### config.mk
export PLATFORM = sky130hd
export DESIGN_NAME = mem_port_arb_flat
export DESIGN_NICKNAME = d
export VERILOG_FILES = /design/src/rtl/mem_port_arb_pkg.sv /design/src/rtl/mem_port_arb_if.sv /design/src/rtl/mem_rd_route.sv /design/src/rtl/mem_port_arb.sv /design/src/flat_wrapper.sv
export SDC_FILE = /design/constraint.sdc
export NUM_CORES = 1
export LEC_CHECK = 0
export BUFFER_PORTS_ARGS = -buffer_cell sky130_fd_sc_hd__buf_2
export CORE_AREA = 2 2 127 129
export CTS_BUF_LIST = sky130_fd_sc_hd__clkbuf_8
export DETAILED_ROUTE_END_ITERATION = 8
export DIE_AREA = 0 0 129 131
export MAX_ROUTING_LAYER = met4
export PLACE_DENSITY = 0.66
export SETUP_SLACK_MARGIN = 0.1
export SLEW_MARGIN = 30
export SYNTH_ARGS = -nofsm -noshare
export SYNTH_HDL_FRONTEND = slang
export SYNTH_SLANG_ARGS = --single-unit
### constraint.sdc
create_clock -name iw_clk -period 1.9 [get_ports iw_clk]
set_input_delay 0.38 -clock iw_clk [delete_from_list [all_inputs] [get_ports iw_clk]]
set_output_delay 0.38 -clock iw_clk [all_outputs]
set_load 0.005 [all_outputs]
### src/rtl/mem_port_arb_pkg.sv
// Shared sizes, port tag encoding and read-return tag layout for the memory port arbiter.
package mem_port_arb_pkg;

  localparam int unsigned HBIT_ADDR          = 23;
  localparam int unsigned HBIT_DATA          = 23;
  localparam int unsigned STARVE_MAX_DEFAULT = 4;

  typedef enum logic {
    PORT0 = 1'b0,
    PORT1 = 1'b1
  } port_e;

  // One pipeline stage of return routing information.
  typedef struct packed {
    port_e if_port;
    logic  if_rd;
    port_e ma_port;
    logic  ma_rd;
    logic  ma_wide;
  } tag_t;

  function automatic port_e other_port(input port_e p);
    return (p == PORT0) ? PORT1 : PORT0;
  endfunction

endpackage

### src/rtl/mem_port_arb_if.sv
// Request, return and memory-port signals of the arbiter, grouped for the two sides.
interface mem_port_arb_if;
  import mem_port_arb_pkg::*;

  logic                   iw_if_req;
  logic [HBIT_ADDR:0]     iw_if_addr;
  logic                   ow_if_gnt;
  logic                   ow_if_rvalid;
  logic [HBIT_DATA:0]     ow_if_rdata;

  logic                   iw_ma_req;
  logic                   iw_ma_wide;
  logic                   iw_ma_we;
  logic [HBIT_ADDR:0]     iw_ma_addr;
  logic [2*HBIT_DATA+1:0] iw_ma_wdata;
  logic                   ow_ma_gnt;
  logic                   ow_ma_rvalid;
  logic [2*HBIT_DATA+1:0] ow_ma_rdata;

  logic                   ow_mem0_en;
  logic                   ow_mem0_we;
  logic [HBIT_ADDR:0]     ow_mem0_addr;
  logic [HBIT_DATA:0]     ow_mem0_wdata;
  logic [HBIT_DATA:0]     iw_mem0_rdata;
  logic                   ow_mem1_en;
  logic                   ow_mem1_we;
  logic [HBIT_ADDR:0]     ow_mem1_addr;
  logic [HBIT_DATA:0]     ow_mem1_wdata;
  logic [HBIT_DATA:0]     iw_mem1_rdata;

  // Arbiter side.
  modport slave (
    input  iw_if_req, iw_if_addr, iw_ma_req, iw_ma_wide, iw_ma_we, iw_ma_addr, iw_ma_wdata,
    input  iw_mem0_rdata, iw_mem1_rdata,
    output ow_if_gnt, ow_if_rvalid, ow_if_rdata, ow_ma_gnt, ow_ma_rvalid, ow_ma_rdata,
    output ow_mem0_en, ow_mem0_we, ow_mem0_addr, ow_mem0_wdata,
    output ow_mem1_en, ow_mem1_we, ow_mem1_addr, ow_mem1_wdata
  );

  // Requesters plus memory side.
  modport master (
    output iw_if_req, iw_if_addr, iw_ma_req, iw_ma_wide, iw_ma_we, iw_ma_addr, iw_ma_wdata,
    output iw_mem0_rdata, iw_mem1_rdata,
    input  ow_if_gnt, ow_if_rvalid, ow_if_rdata, ow_ma_gnt, ow_ma_rvalid, ow_ma_rdata,
    input  ow_mem0_en, ow_mem0_we, ow_mem0_addr, ow_mem0_wdata,
    input  ow_mem1_en, ow_mem1_we, ow_mem1_addr, ow_mem1_wdata
  );

endinterface

### src/rtl/mem_rd_route.sv
// Tag pipeline stage and read-data return muxes for fetch and memory-access requesters.
module mem_rd_route
  import mem_port_arb_pkg::*;
(
  input  logic                   iw_clk,
  input  logic                   iw_rst,
  input  tag_t                   iw_tag,
  input  logic [HBIT_DATA:0]     iw_mem0_rdata,
  input  logic [HBIT_DATA:0]     iw_mem1_rdata,
  output logic                   ow_if_rvalid,
  output logic [HBIT_DATA:0]     ow_if_rdata,
  output logic                   ow_ma_rvalid,
  output logic [2*HBIT_DATA+1:0] ow_ma_rdata
);

  tag_t               r_tag;
  logic [HBIT_DATA:0] w_if_sel;
  logic [HBIT_DATA:0] w_ma_sel;

  // Tag follows the port command by one cycle so it lines up with returning read data.
  always_ff @(posedge iw_clk) begin
    if (iw_rst) r_tag <= '0;
    else        r_tag <= iw_tag;
  end

  // Steer port read data back to its owner; outputs are held at zero when not valid.
  always_comb begin
    w_if_sel     = (r_tag.if_port == PORT1) ? iw_mem1_rdata : iw_mem0_rdata;
    w_ma_sel     = (r_tag.ma_port == PORT1) ? iw_mem1_rdata : iw_mem0_rdata;
    ow_if_rvalid = r_tag.if_rd;
    ow_if_rdata  = r_tag.if_rd ? w_if_sel : '0;
    ow_ma_rvalid = r_tag.ma_rd;
    ow_ma_rdata  = '0;
    if (r_tag.ma_rd) begin
      if (r_tag.ma_wide) ow_ma_rdata = {iw_mem1_rdata, iw_mem0_rdata};
      else               ow_ma_rdata = {{(HBIT_DATA+1){1'b0}}, w_ma_sel};
    end
  end

endmodule

### src/rtl/mem_port_arb.sv
// Arbitrates two 24-bit memory ports between fetch and memory access, with bounded fetch
// starvation under back-to-back wide accesses.
module mem_port_arb
  import mem_port_arb_pkg::*;
#(
  parameter int unsigned STARVE_MAX = STARVE_MAX_DEFAULT,
  parameter int unsigned STARVE_W   = 3
) (
  input  logic            iw_clk,
  input  logic            iw_rst,
  mem_port_arb_if.slave   bus
);

  localparam logic [STARVE_W-1:0] StarveMaxV = STARVE_W'(STARVE_MAX);

  logic                          r_mp;
  logic [STARVE_W-1:0]           r_starve;
  logic [STARVE_W-1:0]           w_starve_d;
  logic                          w_starved;
  logic                          w_if_gnt;
  logic                          w_ma_gnt;
  port_e                         w_if_port;
  port_e                         w_ma_port;
  logic [1:0]                    w_en_d, r_en;
  logic [1:0]                    w_we_d, r_we;
  logic [1:0][HBIT_ADDR:0]       w_addr_d, r_addr;
  logic [1:0][HBIT_DATA:0]       w_wdata_d, r_wdata;
  tag_t                          w_tag_d, r_tag;

  assign w_starved = (r_starve == StarveMaxV);

  // Grant decision; a wide access takes both ports unless fetch has waited too long.
  always_comb begin
    w_if_gnt  = 1'b0;
    w_ma_gnt  = 1'b0;
    w_if_port = PORT0;
    w_ma_port = r_mp ? PORT0 : PORT1;
    if (bus.iw_ma_req && bus.iw_ma_wide) begin
      if (w_starved && bus.iw_if_req) w_if_gnt = 1'b1;
      else                            w_ma_gnt = 1'b1;
    end else begin
      w_ma_gnt = bus.iw_ma_req;
      w_if_gnt = bus.iw_if_req;
      if (bus.iw_ma_req) w_if_port = other_port(w_ma_port);
    end
  end

  // Next port commands, return tag and starvation count from the grants.
  always_comb begin
    w_en_d    = '0;
    w_we_d    = '0;
    w_addr_d  = '0;
    w_wdata_d = '0;
    if (w_ma_gnt && bus.iw_ma_wide) begin
      w_en_d       = 2'b11;
      w_we_d       = {2{bus.iw_ma_we}};
      w_addr_d[0]  = bus.iw_ma_addr;
      w_addr_d[1]  = bus.iw_ma_addr + 1'b1;  // wraps modulo the address width
      w_wdata_d[0] = bus.iw_ma_wdata[HBIT_DATA:0];
      w_wdata_d[1] = bus.iw_ma_wdata[2*HBIT_DATA+1:HBIT_DATA+1];
    end else if (w_ma_gnt) begin
      w_en_d[w_ma_port]    = 1'b1;
      w_we_d[w_ma_port]    = bus.iw_ma_we;
      w_addr_d[w_ma_port]  = bus.iw_ma_addr;
      w_wdata_d[w_ma_port] = bus.iw_ma_wdata[HBIT_DATA:0];
    end
    if (w_if_gnt) begin
      w_en_d[w_if_port]   = 1'b1;
      w_addr_d[w_if_port] = bus.iw_if_addr;
    end
    w_tag_d.if_port = w_if_port;
    w_tag_d.if_rd   = w_if_gnt;
    w_tag_d.ma_port = w_ma_port;
    w_tag_d.ma_rd   = w_ma_gnt && !bus.iw_ma_we;
    w_tag_d.ma_wide = w_ma_gnt && bus.iw_ma_wide;
    w_starve_d      = '0;
    if (bus.iw_if_req && !w_if_gnt) w_starve_d = w_starved ? r_starve : r_starve + 1'b1;
  end

  // Command, pointer, starvation and tag registers; reset drops anything in flight.
  always_ff @(posedge iw_clk) begin
    if (iw_rst) begin
      r_mp     <= 1'b0;
      r_starve <= '0;
      r_en     <= '0;
      r_we     <= '0;
      r_addr   <= '0;
      r_wdata  <= '0;
      r_tag    <= '0;
    end else begin
      r_mp     <= ~r_mp;
      r_starve <= w_starve_d;
      r_en     <= w_en_d;
      r_we     <= w_we_d;
      r_addr   <= w_addr_d;
      r_wdata  <= w_wdata_d;
      r_tag    <= w_tag_d;
    end
  end

  assign bus.ow_if_gnt     = w_if_gnt;
  assign bus.ow_ma_gnt     = w_ma_gnt;
  assign bus.ow_mem0_en    = r_en[0];
  assign bus.ow_mem0_we    = r_we[0];
  assign bus.ow_mem0_addr  = r_addr[0];
  assign bus.ow_mem0_wdata = r_wdata[0];
  assign bus.ow_mem1_en    = r_en[1];
  assign bus.ow_mem1_we    = r_we[1];
  assign bus.ow_mem1_addr  = r_addr[1];
  assign bus.ow_mem1_wdata = r_wdata[1];

  mem_rd_route u_rd_route (
    .iw_clk        (iw_clk),
    .iw_rst        (iw_rst),
    .iw_tag        (r_tag),
    .iw_mem0_rdata (bus.iw_mem0_rdata),
    .iw_mem1_rdata (bus.iw_mem1_rdata),
    .ow_if_rvalid  (bus.ow_if_rvalid),
    .ow_if_rdata   (bus.ow_if_rdata),
    .ow_ma_rvalid  (bus.ow_ma_rvalid),
    .ow_ma_rdata   (bus.ow_ma_rdata)
  );

endmodule

### src/flat_wrapper.sv
// flat-port wrapper written by rule: the top's interface ports become plain ports
module mem_port_arb_flat import mem_port_arb_pkg::*;
#(
  parameter int unsigned STARVE_MAX = STARVE_MAX_DEFAULT,
  parameter int unsigned STARVE_W   = 3
)
  (iw_clk, iw_rst, bus_iw_if_req, bus_iw_if_addr, bus_iw_ma_req, bus_iw_ma_wide, bus_iw_ma_we, bus_iw_ma_addr, bus_iw_ma_wdata, bus_iw_mem0_rdata, bus_iw_mem1_rdata, bus_ow_if_gnt, bus_ow_if_rvalid, bus_ow_if_rdata, bus_ow_ma_gnt, bus_ow_ma_rvalid, bus_ow_ma_rdata, bus_ow_mem0_en, bus_ow_mem0_we, bus_ow_mem0_addr, bus_ow_mem0_wdata, bus_ow_mem1_en, bus_ow_mem1_we, bus_ow_mem1_addr, bus_ow_mem1_wdata);
  mem_port_arb_if bus_i ();
  input  logic iw_clk;
  input  logic iw_rst;
  input wire logic [$bits(bus_i.iw_if_req)-1:0] bus_iw_if_req;
  input wire logic [$bits(bus_i.iw_if_addr)-1:0] bus_iw_if_addr;
  input wire logic [$bits(bus_i.iw_ma_req)-1:0] bus_iw_ma_req;
  input wire logic [$bits(bus_i.iw_ma_wide)-1:0] bus_iw_ma_wide;
  input wire logic [$bits(bus_i.iw_ma_we)-1:0] bus_iw_ma_we;
  input wire logic [$bits(bus_i.iw_ma_addr)-1:0] bus_iw_ma_addr;
  input wire logic [$bits(bus_i.iw_ma_wdata)-1:0] bus_iw_ma_wdata;
  input wire logic [$bits(bus_i.iw_mem0_rdata)-1:0] bus_iw_mem0_rdata;
  input wire logic [$bits(bus_i.iw_mem1_rdata)-1:0] bus_iw_mem1_rdata;
  output wire logic [$bits(bus_i.ow_if_gnt)-1:0] bus_ow_if_gnt;
  output wire logic [$bits(bus_i.ow_if_rvalid)-1:0] bus_ow_if_rvalid;
  output wire logic [$bits(bus_i.ow_if_rdata)-1:0] bus_ow_if_rdata;
  output wire logic [$bits(bus_i.ow_ma_gnt)-1:0] bus_ow_ma_gnt;
  output wire logic [$bits(bus_i.ow_ma_rvalid)-1:0] bus_ow_ma_rvalid;
  output wire logic [$bits(bus_i.ow_ma_rdata)-1:0] bus_ow_ma_rdata;
  output wire logic [$bits(bus_i.ow_mem0_en)-1:0] bus_ow_mem0_en;
  output wire logic [$bits(bus_i.ow_mem0_we)-1:0] bus_ow_mem0_we;
  output wire logic [$bits(bus_i.ow_mem0_addr)-1:0] bus_ow_mem0_addr;
  output wire logic [$bits(bus_i.ow_mem0_wdata)-1:0] bus_ow_mem0_wdata;
  output wire logic [$bits(bus_i.ow_mem1_en)-1:0] bus_ow_mem1_en;
  output wire logic [$bits(bus_i.ow_mem1_we)-1:0] bus_ow_mem1_we;
  output wire logic [$bits(bus_i.ow_mem1_addr)-1:0] bus_ow_mem1_addr;
  output wire logic [$bits(bus_i.ow_mem1_wdata)-1:0] bus_ow_mem1_wdata;
  assign bus_i.iw_if_req = bus_iw_if_req;
  assign bus_i.iw_if_addr = bus_iw_if_addr;
  assign bus_i.iw_ma_req = bus_iw_ma_req;
  assign bus_i.iw_ma_wide = bus_iw_ma_wide;
  assign bus_i.iw_ma_we = bus_iw_ma_we;
  assign bus_i.iw_ma_addr = bus_iw_ma_addr;
  assign bus_i.iw_ma_wdata = bus_iw_ma_wdata;
  assign bus_i.iw_mem0_rdata = bus_iw_mem0_rdata;
  assign bus_i.iw_mem1_rdata = bus_iw_mem1_rdata;
  assign bus_ow_if_gnt = bus_i.ow_if_gnt;
  assign bus_ow_if_rvalid = bus_i.ow_if_rvalid;
  assign bus_ow_if_rdata = bus_i.ow_if_rdata;
  assign bus_ow_ma_gnt = bus_i.ow_ma_gnt;
  assign bus_ow_ma_rvalid = bus_i.ow_ma_rvalid;
  assign bus_ow_ma_rdata = bus_i.ow_ma_rdata;
  assign bus_ow_mem0_en = bus_i.ow_mem0_en;
  assign bus_ow_mem0_we = bus_i.ow_mem0_we;
  assign bus_ow_mem0_addr = bus_i.ow_mem0_addr;
  assign bus_ow_mem0_wdata = bus_i.ow_mem0_wdata;
  assign bus_ow_mem1_en = bus_i.ow_mem1_en;
  assign bus_ow_mem1_we = bus_i.ow_mem1_we;
  assign bus_ow_mem1_addr = bus_i.ow_mem1_addr;
  assign bus_ow_mem1_wdata = bus_i.ow_mem1_wdata;
  mem_port_arb #(.STARVE_MAX(STARVE_MAX), .STARVE_W(STARVE_W)) u_core (.iw_clk(iw_clk), .iw_rst(iw_rst), .bus(bus_i));
endmodule
==> flow_metrics.py <==
metrics = {
    "global_routing": {
        "gr-usage-all-layers": 0.2118,
        "grtUsageMet3": 0.05049,
        "grt_busiest_layer": "met2",
        "grtUsageMet2": 0.3617,
        "grt_pass1_wl_um": 26850,
        "grt.met1_usage": 0.2425,
        "grt_max_degree": 50,
        "grt.overflow.total": 0,
        "grt_antenna_before_repair": 2,
        "grt_pass1_vias": 5162,
    },
    "sta": {
        "fin_crit_sh": 1.060,
        "setup_viol": 13,
        "finalSetupTns_ps": -428.7,
        "report.final.slew_viol_count": 0,
        "tightest_slew_ps": 343.5,
        "period_minus_slack_ps": 2014,
        "hold_viol": 0,
        "fin_ws_ps": -114.4,
        "slew-limit-headroom": 0.7681,
        "fin_skew_ps": 8.426,
        "max_freq_mhz": 496.4,
        "rsz0062_at_grt": "true",
    },
    "finish": {
        "drive_gt1_frac": 0.5735,
        "final_common_cell": "buf_2",
        "syn_to_final_growth_pct": 71.21,
        "final_cells": 1184,
        "fill_cells": 1471,
        "seqCellArea_um2": 2273,
        "multi_input_area_um2": 3093,
        "mostFrequentLayoutCells": "buf_2, dfxtp_1, nand2_1",
        "fin_util": 0.5566,
        "layout.nets": 1106,
    },
    "route": {
        "routed_wl_um": 19810,
        "drc": 0,
        "via_count": 5799,
        "viasPerCell": 4.898,
        "drtAntennaViolNets": 0,
        "drt_iter0_drc": 324,
        "drtPass1Iterations": 5,
        "wl_per_cell_um": 16.73,
    },
    "status": {
        "status": "complete, but fails checks",
        "violations": "setup timing",
    },
    "clocking": {
        "htree_levels": 4,
        "cts_made_buffers": 17,
        "clock-sinks": 113,
        "cts_root_buffer": "clkbuf_8",
        "cts_tree": "built",
        "clk_pin_slew_ps": 70,
        "insertion_delay_ps": 440,
        "cts_max_path_buffers": 2,
    },
    "pwr": {
        "seq_power_share": 0.432,
        "pwr-share-comb": 0.179,
        "ir_worst_vdd_uv": 630.2,
        "p_clk_frac": 0.388,
        "p_int_uw": 4176,
        "finalPower_uw": 5795,
        "power_density_nw_per_um2": 667.5,
        "p_sw_uw": 1619,
        "swShare": 0.2794,
        "p_leak_uw": 0.004362,
    },
    "setup_path": {
        "crit_arrival_ps": 1630,
        "crit_fanout": 2,
        "worst-endpoint-required_ps": 1520,
        "end_kind": "output pin",
        "crit_type": "reg -> out",
        "ff2ff_setup_slack_ps": -80,
        "critPathLaunchType": "register",
    },
    "synth": {
        "ys_types": 49,
        "synth-async-reset-ratio": 0,
        "syn_area_um2": 5071,
        "syn_inst": 579,
        "avgSynthCellArea_um2": 8.758,
        "syn-num-nets": 732,
        "synthFlopType": "dfxtp_1",
        "ys_ff_latch": 113,
        "synth_seq_area_share": 0.4461,
        "synth-edff-count": 0,
        "yosys_warnings": 0,
    },
    "hold_path": {
        "hp-class": "in -> reg",
    },
    "placed_design": {
        "io_buffers": 325,
        "place_hpwl_um": 13270,
        "gp_congestion": 0.9110,
        "dp.cells": 1114,
    },
    "die": {
        "io-pin-count": 326,
        "die_w_um": 129,
        "die_area_um2": 16900,
        "initial_core_util": 0.3251,
        "design.core.area_um2": 15600,
        "num_rows": 46,
        "die_height_um": 131,
    },
    "run": {
        "maxCapViolCount": 0,
    },
}
## Yosys cell counts (all sizes together) (11+ instances only)
library cell / n / area [um^2]
dfxtp: 113 / 2262
nand2: 79 / 299.0
nor2: 38 / 142.6
clkbuf: 35 / 131.4
nor2b: 34 / 220.2
and3: 31 / 198.9
and2: 28 / 175.2
a22oi: 27 / 202.7
mux2i: 25 / 250.2
a21boi: 24 / 180.2
a22o: 24 / 210.2
nand3: 22 / 110.1
buf: 11 / 67.57
## kinds of logic (layout without fill, tap and decap cells)
kind of cell / after synthesis / in the layout / share of synthesized area
simple gates: 272 / 272 / 0.2808
other cells: 0 / 2 / 0
fa+ha+maj: 3 / 3 / 0.007403
buf+inv: 52 / 439 / 0.04367
flops: 113 / 113 / 0.4461
mux: 26 / 26 / 0.05157
xor+xnor: 9 / 9 / 0.01554
compound gates: 104 / 104 / 0.1549
## path summary, 6_finish.rpt
kind | start | end | cells after the start
max | u_core.r_starve[1]$_SDFFE_PP0P_ | bus_ow_ma_gnt | 7
max reg2reg | u_core.r_starve[1]$_SDFFE_PP0P_ | u_core.bus.ow_mem1_addr[16]$_SDFF_PP0_ | 9
min | bus_iw_ma_we | u_core.r_tag[1]$_SDFF_PP0_ | 2
min reg2reg | u_core.r_tag[4]$_SDFF_PP0_ | u_core.u_rd_route.r_tag[4]$_SDFF_PP0_ | 1
## sequential cells by signal, summed over array words and instances, names as in the netlist, 3 cells and up
| register | count |
|---|---|
| u_core.bus.ow_mem0_addr | 24 |
| u_core.bus.ow_mem0_wdata | 24 |
| u_core.bus.ow_mem1_addr | 24 |
| u_core.bus.ow_mem1_wdata | 24 |
| u_core.r_starve | 3 |
| u_core.r_tag | 5 |
| u_core.u_rd_route.r_tag | 3 |
## metal layers
layer  up-vias  share of wire
met1      2750           0.39
li1       2784              -
met3        25          0.068
met5         -              0
met4         0          0.016
met2       240           0.52
## final cells by class
cell class	instances	share of cell area
Multi-Input combinational cell	414	0.3562
Timing Repair Buffer	401	0.3022
Sequential cell	113	0.2619
Tap cell	216	0.03113
Clock buffer	17	0.02695
Clock inverter	15	0.01845
Inverter	6	0.002594
Antenna cell	2	0.0005765
## critical path, stage by stage, from the launching register on
cell     delay [ps]
dfxtp_2         320
inv_2            60
ha_4            140
and3_4          190
buf_6           100
nor2_4           30
or2_4           220
buf_6           120
## stage by stage
| step | setup slack, ps | hold WS [ps] | area [um^2] |
|---|---|---|---|
| after floorplan | 101.6 | 413.8 | 5089 |
| after global placement | 66.78 | 421.6 | 7206 |
| after detailed placement | 24.68 | 420.4 | 7206 |
| after CTS | -130.1 | 126.6 | 8006 |
| after global routing | -187.3 | 130.7 | 8682 |
| final | -114.4 | 154.8 | 8682 |
## power by group through the flow
| stage | clock network (uW) | logic, uW | registers (uW) |
|---|---|---|---|
| after CTS | 2300 | 882 | 2510 |
| after floorplan | 0 | 294 | 2580 |
| final | 2250 | 1040 | 2500 |
| after global routing | 2410 | 1120 | 2510 |
| after detailed placement | 0 | 798 | 2560 |
| after global placement | 0 | 792 | 2560 |
## repair_timing
action	CTS	global route
pin swaps	43	93
gates resized for setup	100	97
gates cloned	3	9
hold buffers	0	0
endpoints found under the setup margin	69	99
setup buffers	11	13
(Power assumes the default switching activity.)
